File: src/rtl/alert_monitor.sv
// -----------------------------------------------------------------------------
// alert_monitor
//   Condition monitor feeding the piezo driver. Averages battery ADC readings
//   in blocks of 2^AVG_LOG2 samples and applies hysteresis to produce batt_low.
//   Averages the left/right wheel speeds and debounces overspeed over FAST_CNT
//   consecutive samples to produce too_fast.
//
// Ports
//   clk       in   system clock
//   rst_n     in   asynchronous active-low reset
//   batt_vld  in   one-cycle strobe, batt valid
//   batt      in   [11:0] unsigned battery ADC reading
//   spd_vld   in   one-cycle strobe, lft_spd/rght_spd valid
//   lft_spd   in   [11:0] signed left wheel speed
//   rght_spd  in   [11:0] signed right wheel speed
//   pwr_up    in   rider on / balancing; low suppresses the speed alarm
//   batt_avg  out  [11:0] most recent completed battery average
//   batt_low  out  battery-low level flag
//   too_fast  out  overspeed level flag
// -----------------------------------------------------------------------------
module alert_monitor #(
   parameter int unsigned AVG_LOG2   = 2,
   parameter logic [11:0] BATT_THRES = 12'h800,
   parameter logic [11:0] BATT_HYST  = 12'h040,
   parameter logic [11:0] FAST_THRES = 12'd1536,
   parameter int unsigned FAST_CNT   = 4
) (
   input  logic        clk,
   input  logic        rst_n,
   input  logic        batt_vld,
   input  logic [11:0] batt,
   input  logic        spd_vld,
   input  logic [11:0] lft_spd,
   input  logic [11:0] rght_spd,
   input  logic        pwr_up,
   output logic [11:0] batt_avg,
   output logic        batt_low,
   output logic        too_fast
);

   localparam int unsigned ACC_W     = 12 + AVG_LOG2;
   // Clear threshold computed one bit wider so the sum cannot wrap.
   localparam logic [12:0] CLR_THRES = {1'b0, BATT_THRES} + {1'b0, BATT_HYST};
   localparam logic [3:0]  FAST_MAX  = 4'(FAST_CNT);

   typedef enum logic [1:0] {INIT, OK, LOW} batt_state_t;

   // |v| of a 13-bit signed value, saturated to the 12-bit unsigned range.
   // Only -2048 + -2048 (halved to -2048) reaches 2048.
   function automatic logic [11:0] sat_mag(input logic signed [12:0] v);
      logic signed [12:0] a;
      a = v[12] ? -v : v;
      if (a > 13'sd2047) return 12'd2047;
      return a[11:0];
   endfunction

   // ---------------- battery accumulator ----------------
   logic [ACC_W-1:0]    acc;
   logic [ACC_W-1:0]    acc_sum;
   logic [AVG_LOG2-1:0] cnt;
   logic                last;
   logic                avg_done;
   logic [11:0]         new_avg;
   batt_state_t         state;
   batt_state_t         state_nxt;

   assign acc_sum  = acc + ACC_W'(batt);
   assign last     = (cnt == {AVG_LOG2{1'b1}});
   assign avg_done = batt_vld & last;
   assign new_avg  = acc_sum[ACC_W-1:AVG_LOG2];

   always_ff @(posedge clk or negedge rst_n) begin
      if (!rst_n) begin
         acc      <= '0;
         cnt      <= '0;
         batt_avg <= '0;
      end else if (batt_vld) begin
         cnt <= cnt + AVG_LOG2'(1);
         if (last) begin
            acc      <= '0;
            batt_avg <= new_avg;
         end else begin
            acc <= acc_sum;
         end
      end
   end

   // ---------------- battery hysteresis FSM ----------------
   always_ff @(posedge clk or negedge rst_n) begin
      if (!rst_n) state <= INIT;
      else        state <= state_nxt;
   end

   always_comb begin
      state_nxt = state;
      if (avg_done) begin
         case (state)
            INIT:    state_nxt = (new_avg < BATT_THRES) ? LOW : OK;
            OK:      if (new_avg < BATT_THRES) state_nxt = LOW;
            LOW:     if ({1'b0, new_avg} >= CLR_THRES) state_nxt = OK;
            default: state_nxt = INIT;
         endcase
      end
   end

   assign batt_low = (state == LOW);

   // ---------------- speed path ----------------
   logic signed [12:0] spd_sum;
   logic signed [12:0] spd_half;
   logic [11:0]        spd_mag;
   logic               over;
   logic [3:0]         fast_cnt;
   logic [3:0]         fast_cnt_nxt;

   assign spd_sum  = {lft_spd[11], lft_spd} + {rght_spd[11], rght_spd};
   assign spd_half = spd_sum >>> 1;
   assign spd_mag  = sat_mag(spd_half);
   assign over     = (spd_mag > FAST_THRES);

   // Saturating run-length of consecutive overspeed samples.
   always_comb begin
      fast_cnt_nxt = '0;
      if (over) fast_cnt_nxt = (fast_cnt >= FAST_MAX) ? FAST_MAX : fast_cnt + 4'd1;
   end

   always_ff @(posedge clk or negedge rst_n) begin
      if (!rst_n) begin
         fast_cnt <= '0;
         too_fast <= 1'b0;
      end else if (!pwr_up) begin
         fast_cnt <= '0;
         too_fast <= 1'b0;
      end else if (spd_vld) begin
         fast_cnt <= fast_cnt_nxt;
         too_fast <= (fast_cnt_nxt == FAST_MAX);
      end
   end

endmodule

File: config.mk
export PLATFORM = sky130hd
export DESIGN_NAME = alert_monitor
export DESIGN_NICKNAME = d
export VERILOG_FILES = /design/src/rtl/alert_monitor.sv
export SDC_FILE = /design/constraint.sdc
export NUM_CORES = 1
export LEC_CHECK = 0
export ABC_CLOCK_PERIOD_IN_PS = 2950
export BUFFER_PORTS_ARGS = -buffer_cell sky130_fd_sc_hd__buf_2
export CAP_MARGIN = 20
export CORE_UTILIZATION = 45
export DETAILED_ROUTE_END_ITERATION = 10
export GPL_ROUTABILITY_DRIVEN = 0
export GPL_TIMING_DRIVEN = 0
export PLACE_DENSITY_LB_ADDON = 0.25
export SETUP_SLACK_MARGIN = 0.15
export SLEW_MARGIN = 0
export SYNTH_ARGS = -nofsm -noshare
export SYNTH_HDL_FRONTEND = slang
export SYNTH_SLANG_ARGS = --single-unit
export TNS_END_PERCENT = 1
File: constraint.sdc
create_clock -name clk -period 2.95 [get_ports clk]
set_input_delay 0 -clock clk [delete_from_list [all_inputs] [get_ports clk]]
set_output_delay 0 -clock clk [all_outputs]
set_load 0.01 [all_outputs]
Word-level counts from Yosys, hierarchy flattened
Cells that the tools add are included.

storage, ports and cells
  bits in registers = 35
  input bits = 41
  output and inout bits = 14
  logic and storage cells = 42

operators by class
  $add $sub $neg = 5
  $lt $le $gt $ge = 5
  equal/unequal tests = 7
  muxes and demuxes = 15
  bitwise logic cells = 1
  reduce and logical (&&, ||, !) cells = 3

operator list
  operator              number
  $mux 12               2
  $mux 4                4
  $add 14x12->14        1
  $mux 14               1
  $add 12x12->13        1
  $gt 13x12->1 const B  1
  $mux 13               1
  $neg 12->13           1
  $ge 12x12->1 const B  1
  $gt 12x11->1 const B  1
  $lt 12x12->1 const B  1
  $mux 2                3
  $pmux 2 s3            1
  $add 4x1->4 const B   1
  $eq 2x2->1 const B    2
  $eq 4x3->1 const B    1
  $ge 4x3->1 const B    1
  $ne 2x2->1 const B    2
  $mux 1                3
  $reduce_and 3->1      1
  $add 2x1->2 const B   1
  $eq 2x1->1 const B    1
  $logic_not 2->1       1
  $ne 2x1->1 const B    1
  2 further kinds       2

Logic depth before layout (Yosys ltp)
Gate-level depths: netlist of the first run.

  depth in word-level cells = 11
  gate-level depth with buffers = 11
  gate-level depth less buffers = 11

Worst setup path after synthesis of the first run
No wires, ideal clock.

  path kind = register -> register
  start point = register acc[0]
  end point = register state[0]
  library setup time = 0.129 ns
  data arrival time = 2.475 ns
  required time = 2.821 ns
  slack = 0.346 ns
  cell stages (with the launch flop) = 12
  buffers on the path = 0
  period minus slack after synthesis = 2.604 ns
  cells stage by stage = dfrtp_1 > ha_1 > fa_1 > a21oi_1 > o21ai_0 > and2_1 > o41ai_1 > o211a_1 > xor2_1 > and3_1 > and3_1 > o31ai_1

on the way
  cells in the longest elaborated chain, start to end = 4
  elaborated cells between the ends (all ways) = 8
  classes of those cells = add/sub: 1; order compare: 2; eq/ne: 2; mux: 2; reduce/logical: 1

RTL lines
  item                                                   RTL line     source
  start: declaration                                     58           logic [ACC_W-1:0] acc;
  start signal: assignment                               83           acc <= acc_sum;
  $add 14x12->14 *                                       67           assign acc_sum = acc + ACC_W'(batt);
  $lt 12x12->1 / $ge 12x12->1 (equally long branches)    98, 99, 100
  $mux 2, or another cell as far along                   98           INIT: state_nxt = (new_avg < BATT_THRES) ? LOW : OK;
  $pmux 2 s3 / $reduce_and 3->1 (equally long branches)  --
  end signal: assignment                                 91           else state <= state_nxt;
  end: declaration                                       64           batt_state_t state;

Every way passes the cells marked *; elsewhere a longest branch is shown, timed or not.
A chain may end at the register's enable or synchronous reset.

Worst setup path in the final report of the first run
Ends and elaborated chain as after synthesis.

==> flow_metrics.env, run 1 <==
export IMPL_drc=0
export IMPL_mostFrequentLayoutCell="buf_2"
export IMPL_cts_buffer_depth=2
export IMPL_critPathRequiredTime_ps=3130
export IMPL_cp_common_cell="and3_4"
export IMPL_synth_top_family_by_area="compound AO/OA/AOI/OAI gates"
export IMPL_nets=470
export IMPL_startpoint_type="flip-flop"
export IMPL_cpLargestDelayFamily="compound AO/OA/AOI/OAI gates"
export IMPL_cp_arrival_ps=2910
export IMPL_via_per_inst=5.52
export IMPL_stdcell_area_um2=3470
export IMPL_p_per_area_nw_per_um2=807
export IMPL_status="finished clean"
export IMPL_yosysTopAreaCell="dfrtp_1"
export IMPL_placed_area_um2=3180
export IMPL_vdd_ir_drop_worst_mv=0.558
export IMPL_drv_cap=0
export IMPL_power_leakage_nw=1.65
export IMPL_cp_end_kind="flip-flop"
export IMPL_drive_above_1_share_pct=23.9
export IMPL_fin_crit_ps=2730
export IMPL_critical_path_class="flip-flop to flip-flop"
export IMPL_drt_iter0_markers=100
export IMPL_p_comb_share_pct=56.3
export IMPL_dpl_cell_count=459
export IMPL_grt_pass1_wl_um=10400
export IMPL_tns_ps=0
export IMPL_antenna_found_initial=0
export IMPL_p_seq_share_pct=28.0
export IMPL_power_mw=2.80
export IMPL_synth_fa_ha_area_share_pct=13.0
export IMPL_clkLatencyLatePin_ps=290
export IMPL_grt_max_degree=36
export IMPL_antenna_left=0
export IMPL_slowest_delay_ps=410
export IMPL_wl_um=6550
export IMPL_clk_pin_slew_worst_paths_ps=80
export IMPL_yosys_area_share_simple_pct=19.0
export IMPL_synth_async_reset_ratio_pct=100
export IMPL_cts_htree_levels=2
export IMPL_crit_buf_inv=1
export IMPL_worst_hold_path_type="input port to flip-flop"
export IMPL_synth_cell_types=60
export IMPL_grt_overflow=0
export IMPL_instances_no_fill=477
export IMPL_post_route_period_util_pct=92.6
export IMPL_grt_pass1_vias=2412
export IMPL_hold_violations=0
export IMPL_hpwl_um=4890
export IMPL_maxSlewViolCount=0
export IMPL_clock_sinks=35
export IMPL_grt_use_total_pct=20.5
export IMPL_ys_warn_count=0
export IMPL_num_rows=28
export IMPL_intPower_mw=1.64
export IMPL_layout_common_cells="buf_2, dfrtp_1, nand2_1"
export IMPL_worst_pin_slew_ps=784
export IMPL_fmax_ghz=0.366
export IMPL_synth_ff_type="dfrtp_1"
export IMPL_diodes=0
export IMPL_fin_util_pct=58.0
export IMPL_clkPwrFrac_pct=15.7
export IMPL_p_sw_mw=1.17
export IMPL_cp_max_fo=3
export IMPL_synth_xor_area_share_pct=6.22
export IMPL_postSynthAreaPerCell_um2=8.54
export IMPL_synth_area_um2=2820
export IMPL_critical_path_cell_chain="ha_4 > fa_2 > a21oi_2 > o21ai_1 > and2_4 > o41ai_4 > o211a_1 > buf_6 > xor2_4 > and3_4 > and3_4 > o31ai_2"
export IMPL_synthTopCellsByArea="dfrtp_1, ha_1, nand2_1"
export IMPL_core_um2=5990
export IMPL_fillers=555
export IMPL_io_pins=55
export IMPL_initial_core_util_pct=47.0
export IMPL_skew_ps=4.80
export IMPL_die_h_um=81.1
export IMPL_numPortBuffers=54
export IMPL_cts_buffers=5
export IMPL_drtPass1Iterations=4
export IMPL_synth_edf_count=0
export IMPL_die_area_um2=6580
export IMPL_slew_headroom_pct=47.7
export IMPL_tritoncts="built"
export IMPL_synthMuxAreaShare_pct=1.47
export IMPL_ys_ff_latch=35
export IMPL_rsz0062_at_grt="yes"
export IMPL_slowest_stage="dfrtp_1"
export IMPL_routed_via_count=2633
export IMPL_die_w_um=81.1
export IMPL_syn_to_final_growth_pct=23.3
export IMPL_synth_nets=399
export IMPL_synth_cells=330
export IMPL_synth_seq_area_share_pct=31.1
export IMPL_final_setup_viol_count=0
export IMPL_cts_root_buf="clkbuf_8"
export IMPL_swShare_pct=41.6
export IMPL_synth_top_area_share_pct=31.1
export IMPL_synth_compound_area_share_pct=24.8
export IMPL_wl_per_cell_um=13.7
## through the flow
stage / setup slack [ps] / hold slack, ps
2_1_floorplan: 346 / -296
3_3_place_gp: 18.7 / 116
3_5_place_dp: 18.9 / 128
4_1_cts: 183 / 70.1
5_1_grt: 64.0 / 132
6_report: 218 / 92.0
## Yosys cell counts (3+ instances only)
cell       n
nand2_1   32
clkbuf_1   5
nor3_1     8
nor2_1    24
xnor2_1    9
and3_1     3
dfrtp_1   35
nand3b_1   3
o21ai_1    6
o31ai_1    4
and2_1     3
a211o_1    3
a211oi_1   3
nand3_1   13
o22ai_1   12
a21o_1     5
mux2i_1    3
nand4_1    5
inv_1     23
ha_1      26
o21a_1     5
nand2b_1   5
nor2b_1    7
a21oi_1   13
xor2_1    11
o21ai_0   23
## power groups by stage
stage | sequential [mW] | combinational, mW | clock, mW
finish | 0.786 | 1.58 | 0.439
detailed placement | 0.789 | 1.34 | 0
global placement | 0.780 | 1.30 | 0
CTS | 0.782 | 1.40 | 0.450
global route | 0.807 | 1.77 | 0.469
floorplan | 0.806 | 0.961 | 0
## per-layer routing
layer,GRT usage (%),routed length [µm],share of wire [%],vias up
met3,2.36,185,2.8,8
met2,37.4,3290,50,38
met4,6.96,82,1.3,0
li1,-,-,-,1352
met1,24.8,3000,46,1235
met5,0,0,0,-
## worst reg2reg max path, cell delays in order (launching register included)
cell	delay, ps
dfrtp_1	410
ha_4	180
fa_2	390
a21oi_2	180
o21ai_1	80
and2_4	170
o41ai_4	220
o211a_1	260
buf_6	130
xor2_4	160
and3_4	190
and3_4	180
o31ai_2	60
## flip-flops by register name, indices dropped and copies added (netlist names)
signal,cells
batt_avg,12
cnt,2
too_fast,1
fast_cnt,4
acc,14
state,2
## cells by family after synthesis
group           after synthesis
flops                        35
simple gates                110
fa+ha+maj                    28
compound gates              101
mux                           4
buf+inv                      32
xor+xnor                     20
## final timing paths
path	start	end	slack, ps	depth (start not counted)
worst max-delay path	acc[0]$_DFFE_PN0P_	state[0]$_DFFE_PN0P_	220	12
worst min-delay path	batt[0]	acc[0]$_DFFE_PN0P_	90	4
worst max register to register	acc[0]$_DFFE_PN0P_	state[0]$_DFFE_PN0P_	220	12
worst min register to register	batt_avg[3]$_DFFE_PN0P_	batt_avg[3]$_DFFE_PN0P_	480	2
max in group asynchronous	rst_n	acc[3]$_DFFE_PN0P_	2130	2
min in group asynchronous	rst_n	too_fast$_DFFE_PN0P_	320	2
## repair_timing
item / in CTS / in global routing
setup buffers: 1 / 6
setup endpoints to repair: 2 / 3
gates resized for setup: 5 / 13
gates cloned: 0 / 0
hold buffers: 3 / 0
hold endpoints to repair: 38 / 0
pin swaps: 2 / 7
## cell type report
cell class	instances	area [µm²]	share of cell area, %
Clock buffer	5	68.8	1.98
Clock inverter	3	43.8	1.26
Timing Repair Buffer	64	357	10.3
Tap cell	75	93.8	2.70
Inverter	23	86.3	2.49
Sequential cell	35	876	25.2
Buffer	9	40.0	1.15
Multi-Input combinational cell	263	1910	54.9
No activity file was read; power rests on OpenSTA's default activity.
==> inputs of run 2 (changes only) <==
--- a/config.mk
+++ b/config.mk
@@ -13,6 +13,7 @@
 export GPL_ROUTABILITY_DRIVEN = 0
 export GPL_TIMING_DRIVEN = 0
 export PLACE_DENSITY_LB_ADDON = 0.25
+export REMOVE_ABC_BUFFERS = 1
 export SETUP_SLACK_MARGIN = 0.15
 export SLEW_MARGIN = 0
 export SYNTH_ARGS = -nofsm -noshare
==> run 2 against run 1 <==
  * Via count decreased by 2.9%
  * Utilization decreased by 1.9 points
  * Largest power group unchanged
  * Hold slack got worse by 32 ps
  * Maximum frequency increased by 3.6%
  * Clock-buffer cell count unchanged
  * Sequential power about the same
  * Global-route usage decreased by 1.4 points
  * Critical path type unchanged
==> flow_metrics.env, run 2 (same netlist as run 1, synthesis figures left out) <==
export IMPL_status="finished clean"
export IMPL_clkPwrFrac_pct=19.5
export IMPL_placed_area_um2=3140
export IMPL_clkLatencyLatePin_ps=290
export IMPL_p_seq_share_pct=29.3
export IMPL_wl_per_cell_um=12.8
export IMPL_postCtsSetupBuffers=0
export IMPL_cts_root_buf="clkbuf_8"
export IMPL_initial_core_util_pct=47.0
export IMPL_routed_via_count=2557
export IMPL_dpl_cell_count=450
export IMPL_cp_max_fo=3
export IMPL_core_um2=5990
export IMPL_cp_arrival_ps=2830
export IMPL_r2r_start="acc[0]$_DFFE_PN0P_"
export IMPL_rrSetupSlack_ps=310
export IMPL_swShare_pct=40.0
export IMPL_final_setup_viol_count=0
export IMPL_cts_buffers=5
export IMPL_fin_crit_ps=2640
export IMPL_num_rows=28
export IMPL_endpoint="state[0]$_DFFE_PN0P_"
export IMPL_cts_buffer_depth=2
export IMPL_antenna_left=0
export IMPL_drive_above_1_share_pct=21.0
export IMPL_drtPass1Iterations=4
export IMPL_worst_pin_slew_ps=761
export IMPL_grt_pass1_vias=2288
export IMPL_wl_um=5920
export IMPL_startpoint_type="flip-flop"
export IMPL_setup_ws_ps=313
export IMPL_instances_no_fill=461
export IMPL_cp_end_kind="flip-flop"
export IMPL_drv_cap=0
export IMPL_via_per_inst=5.55
export IMPL_die_h_um=81.1
export IMPL_critical_path_class="flip-flop to flip-flop"
export IMPL_numPortBuffers=54
export IMPL_cts_htree_levels=2
export IMPL_rr_endpoint="state[0]$_DFFE_PN0P_"
export IMPL_grt_max_degree=36
export IMPL_reg2regPathDepth=11
export IMPL_tritoncts="built"
export IMPL_skew_ps=5.29
export IMPL_drc=0
export IMPL_hold_violations=0
export IMPL_fmax_ghz=0.379
export IMPL_largest_reg_flops=14
export IMPL_io_pins=55
export IMPL_crit_path_start="acc[0]$_DFFE_PN0P_"
export IMPL_hpwl_um=4500
export IMPL_maxSlewViolCount=0
export IMPL_nets=454
export IMPL_p_comb_share_pct=51.2
export IMPL_intPower_mw=1.60
export IMPL_tns_ps=0
export IMPL_power_leakage_nw=1.60
export IMPL_layout_common_cells="buf_2, dfrtp_1, nand2_1"
export IMPL_diodes=0
export IMPL_worst_hold_path_type="input port to flip-flop"
export IMPL_clock_sinks=35
export IMPL_stdcell_area_um2=3360
export IMPL_vdd_ir_drop_worst_mv=0.597
export IMPL_rsz0062_at_grt="yes"
export IMPL_die_area_um2=6580
export IMPL_grt_use_total_pct=19.2
export IMPL_clk_pin_slew_worst_paths_ps=70
export IMPL_post_route_period_util_pct=89.4
export IMPL_antenna_found_initial=0
export IMPL_mostFrequentLayoutCell="buf_2"
export IMPL_slew_headroom_pct=49.3
export IMPL_grt_pass1_wl_um=9830
export IMPL_grt_overflow=0
export IMPL_syn_to_final_growth_pct=19.2
export IMPL_critPathRequiredTime_ps=3150
export IMPL_place_ws_ps=23.6
export IMPL_reg_top3="acc x14, batt_avg x12, fast_cnt x4"
export IMPL_p_per_area_nw_per_um2=795
export IMPL_die_w_um=81.1
export IMPL_p_sw_mw=1.07
export IMPL_top_register="acc"
export IMPL_drt_iter0_markers=73
run 2: cell count changes in the layout (fill, tap and decap cells not counted), moves of 2 or more:
cell | previous run | this run
buf_4 | 7 | 0
clkbuf_1 | 5 | 0
and3_1 | 1 | 3
and3_4 | 2 | 0
buf_2 | 56 | 54
run 2: layout make-up:
class                      instances  area, µm²
fill                             543       2630
multi-input combinational        263       1870
sequential                        35        876
timing repair buffer              57        300
tap                               75       93.8
inverter                          23       86.3
clock buffer                       5       68.8
clock inverter                     3       67.6
run 2: worst max-delay path: stages (launching register included):
cell	delay, ps
dfrtp_1	390
ha_1	220
fa_2	370
a21oi_2	140
o21ai_0	80
and2_1	180
o41ai_4	260
o211a_1	240
xor2_2	90
and3_1	180
and3_1	190
o31ai_1	200
run 2: power by group through the flow:
stage | registers, mW | clock network, mW | logic, mW
2_1_floorplan | 0.806 | 0 | 0.949
6_report | 0.784 | 0.520 | 1.37
3_5_place_dp | 0.790 | 0 | 1.30
4_1_cts | 0.784 | 0.529 | 1.35
3_3_place_gp | 0.781 | 0 | 1.28
5_1_grt | 0.810 | 0.544 | 1.55
run 2: timing repair:
action	4_1_cts	5_1_grt
pin swaps	0	1
hold buffers	3	0
setup endpoints to repair	2	3
cloned	0	0
resized for setup	3	6
endpoints found under the hold margin	39	0
run 2: stage by stage:
stage / utilization [%] / power [mW] / hold slack (ps)
after global placement: 52.4 / 2.06 / 119
after global routing: 56.1 / 2.90 / 90.8
after floorplan: - / 1.76 / -296
after CTS: 55.7 / 2.66 / 57.6
final: 56.1 / 2.67 / 60.1
after detailed placement: 52.4 / 2.09 / 125
run 2: routing by layer:
metal  up-vias  GRT usage [%]  part of all wire (%)
li1       1317              -                     -
met1      1184           23.6                    47
met2        49           33.5                    48
met3         7           3.37                   3.5
met4         0           6.61                   1.3
met5         -              0                     0
run 2: worst min path at each step:
stage / start / cells after the start / slack, ps / end
3_5_place_dp: rst_n / 1 / 130 / batt_avg[7]$_DFFE_PN0P_
3_3_place_gp: rst_n / 1 / 120 / batt_avg[7]$_DFFE_PN0P_
6_report: batt[0] / 4 / 60 / acc[0]$_DFFE_PN0P_
5_1_grt: batt[0] / 4 / 90 / acc[0]$_DFFE_PN0P_
4_1_cts: batt[0] / 4 / 60 / acc[0]$_DFFE_PN0P_
2_1_floorplan: rst_n / 0 / -300 / acc[0]$_DFFE_PN0P_
==> inputs of run 3 (changes only) <==
--- a/config.mk
+++ b/config.mk
@@ -6,12 +6,13 @@
 export NUM_CORES = 1
 export LEC_CHECK = 0
 export ABC_CLOCK_PERIOD_IN_PS = 2950
-export BUFFER_PORTS_ARGS = -buffer_cell sky130_fd_sc_hd__buf_2
+export BUFFER_PORTS_ARGS = -buffer_cell sky130_fd_sc_hd__buf_4
 export CAP_MARGIN = 20
 export CORE_UTILIZATION = 45
 export DETAILED_ROUTE_END_ITERATION = 10
 export GPL_ROUTABILITY_DRIVEN = 0
 export GPL_TIMING_DRIVEN = 0
+export MAX_ROUTING_LAYER = met4
 export PLACE_DENSITY_LB_ADDON = 0.25
 export REMOVE_ABC_BUFFERS = 1
 export SETUP_SLACK_MARGIN = 0.15
==> run 3 against run 2 <==
  * Sequential power hardly changed
  * Via count shrank 0.47%
  * Setup slack worse by 68 ps
  * Highest routed layer unchanged
==> flow_metrics.env, run 3 (same netlist as run 1, synthesis figures left out) <==
export IMPL_fmax_ghz=0.370
export IMPL_antenna_left=0
export IMPL_clk_pin_slew_worst_paths_ps=70
export IMPL_routed_via_count=2545
export IMPL_fin_crit_ps=2700
export IMPL_hold_depth=4
export IMPL_mostFrequentLayoutCell="buf_4"
export IMPL_tns_ps=0
export IMPL_largest_reg_flops=14
export IMPL_cp_end_kind="flip-flop"
export IMPL_cts_htree_levels=2
export IMPL_die_h_um=81.1
export IMPL_core_um2=5990
export IMPL_syn_to_final_growth_pct=24.6
export IMPL_clkLatencyLatePin_ps=290
export IMPL_top_register="acc"
export IMPL_wl_um=6160
export IMPL_startpoint_type="flip-flop"
export IMPL_die_w_um=81.1
export IMPL_seq_area_um2=876
export IMPL_multiInputGateArea_um2=1870
export IMPL_drtPass1Iterations=4
export IMPL_swShare_pct=39.5
export IMPL_hpwl_um=4580
export IMPL_wl_per_cell_um=13.3
export IMPL_p_seq_share_pct=28.4
export IMPL_p_per_area_nw_per_um2=789
export IMPL_drc=0
export IMPL_drt_iter0_markers=68
export IMPL_grt_pass1_vias=2404
export IMPL_hold_violations=0
export IMPL_p_sw_mw=1.09
export IMPL_reg2regPathDepth=11
export IMPL_io_pins=55
export IMPL_worst_hold_path_type="input port to flip-flop"
export IMPL_grt_pass1_wl_um=10300
export IMPL_p_comb_share_pct=52.9
export IMPL_cts_root_buf="clkbuf_8"
export IMPL_tritoncts="built"
export IMPL_num_rows=28
export IMPL_maxSlewViolCount=0
export IMPL_grt_use_total_pct=20.6
export IMPL_clkPwrFrac_pct=18.8
export IMPL_layout_common_cells="buf_4, dfrtp_1, nand2_1"
export IMPL_cts_buffer_depth=2
export IMPL_die_area_um2=6580
export IMPL_placed_area_um2=3280
export IMPL_cp_arrival_ps=2900
export IMPL_grt_max_degree=36
export IMPL_cp_max_fo=3
export IMPL_grt_overflow=0
export IMPL_power_leakage_nw=1.65
export IMPL_fillers=548
export IMPL_diodes=0
export IMPL_cts_buffers=5
export IMPL_stdcell_area_um2=3510
export IMPL_post_route_period_util_pct=91.7
export IMPL_numPortBuffers=54
export IMPL_drv_cap=0
export IMPL_nets=455
export IMPL_final_setup_viol_count=0
export IMPL_via_per_inst=5.51
export IMPL_critical_path_class="flip-flop to flip-flop"
export IMPL_initial_core_util_pct=47.0
export IMPL_clock_sinks=35
export IMPL_intPower_mw=1.68
export IMPL_critPathRequiredTime_ps=3150
export IMPL_whs_ps=81.5
export IMPL_drive_above_1_share_pct=21.4
export IMPL_status="finished clean"
export IMPL_worst_pin_slew_ps=755
export IMPL_slew_headroom_pct=49.5
export IMPL_vdd_ir_drop_worst_mv=0.569
export IMPL_reg_top3="acc x14, batt_avg x12, fast_cnt x4"
export IMPL_skew_ps=5.16
export IMPL_rsz0062_at_grt="yes"
export IMPL_antenna_found_initial=0
-- run 3: changes by cell type in the layout (fill, tap and decap cells not counted) --
cell    previous run  this run
xor2_1            10         9
xor2_2             1         2
buf_4              0        55
buf_2             54         0
-- run 3: timing repair --
action                                  4_1_cts  5_1_grt
hold buffers                                  3        0
endpoints found under the setup margin        2        3
pin swaps                                     0        2
endpoints found under the hold margin        37        0
resized for setup                             2        8
buffers inserted                              0        1
-- run 3: per-stage QoR --
stage / instances / util (%) / setup slack (ps) / total power, mW
6_report: 462 / 58.6 / 246 / 2.77
5_1_grt: 462 / 58.6 / 113 / 3.00
4_1_cts: 461 / 57.7 / 152 / 2.71
3_5_place_dp: 450 / 54.7 / 20.6 / 2.16
3_3_place_gp: 450 / 54.7 / 54.3 / 2.12
2_1_floorplan: 321 / - / 344 / 1.76
-- run 3: critical path, cell delays in order (launching register included) --
cell and delay, ps:
dfrtp_1 380, ha_1 220, fa_2 370, a21oi_2 140, o21ai_0 80, and2_1 180, o41ai_4 320, o211a_1 250
xor2_2 100, and3_1 190, and3_1 200, o31ai_1 200
-- run 3: final timing paths --
kind / start / endpoint / slack, ps
worst max-delay path: acc[0]$_DFFE_PN0P_ / state[0]$_DFFE_PN0P_ / 250
min in group asynchronous: rst_n / batt_avg[9]$_DFFE_PN0P_ / 200
worst min-delay path: batt[0] / acc[0]$_DFFE_PN0P_ / 80
worst max register to register: acc[0]$_DFFE_PN0P_ / state[0]$_DFFE_PN0P_ / 250
worst min register to register: cnt[0]$_DFFE_PN0P_ / cnt[0]$_DFFE_PN0P_ / 480
max in group asynchronous: rst_n / acc[0]$_DFFE_PN0P_ / 2440
-- run 3: final cells by class --
type,instances,share of cell area [%]
well taps,75,2.67
multi-input cells,263,53.4
inverters,23,2.46
flip-flops and latches,35,25.0
clock inverters,3,1.93
clock buffers,5,1.96
repair buffers,58,12.6
-- run 3: power by group through the flow --
stage | Clock [mW] | Sequential, mW | Combinational (mW)
floorplan | 0 | 0.806 | 0.949
global placement | 0 | 0.786 | 1.33
detailed placement | 0 | 0.793 | 1.37
CTS | 0.527 | 0.786 | 1.40
global route | 0.550 | 0.812 | 1.64
finish | 0.519 | 0.785 | 1.46
-- run 3: per-layer routing --
| layer | vias to the layer above | global-route usage, % | wire length [µm] |
|---|---|---|---|
| met1 | 1185 | 24.5 | 2890 |
| met4 | 0 | 6.61 | 63 |
| li1 | 1313 | - | - |
| met2 | 41 | 35.8 | 3030 |
| met5 | - | - | 0 |
| met3 | 6 | 2.81 | 174 |
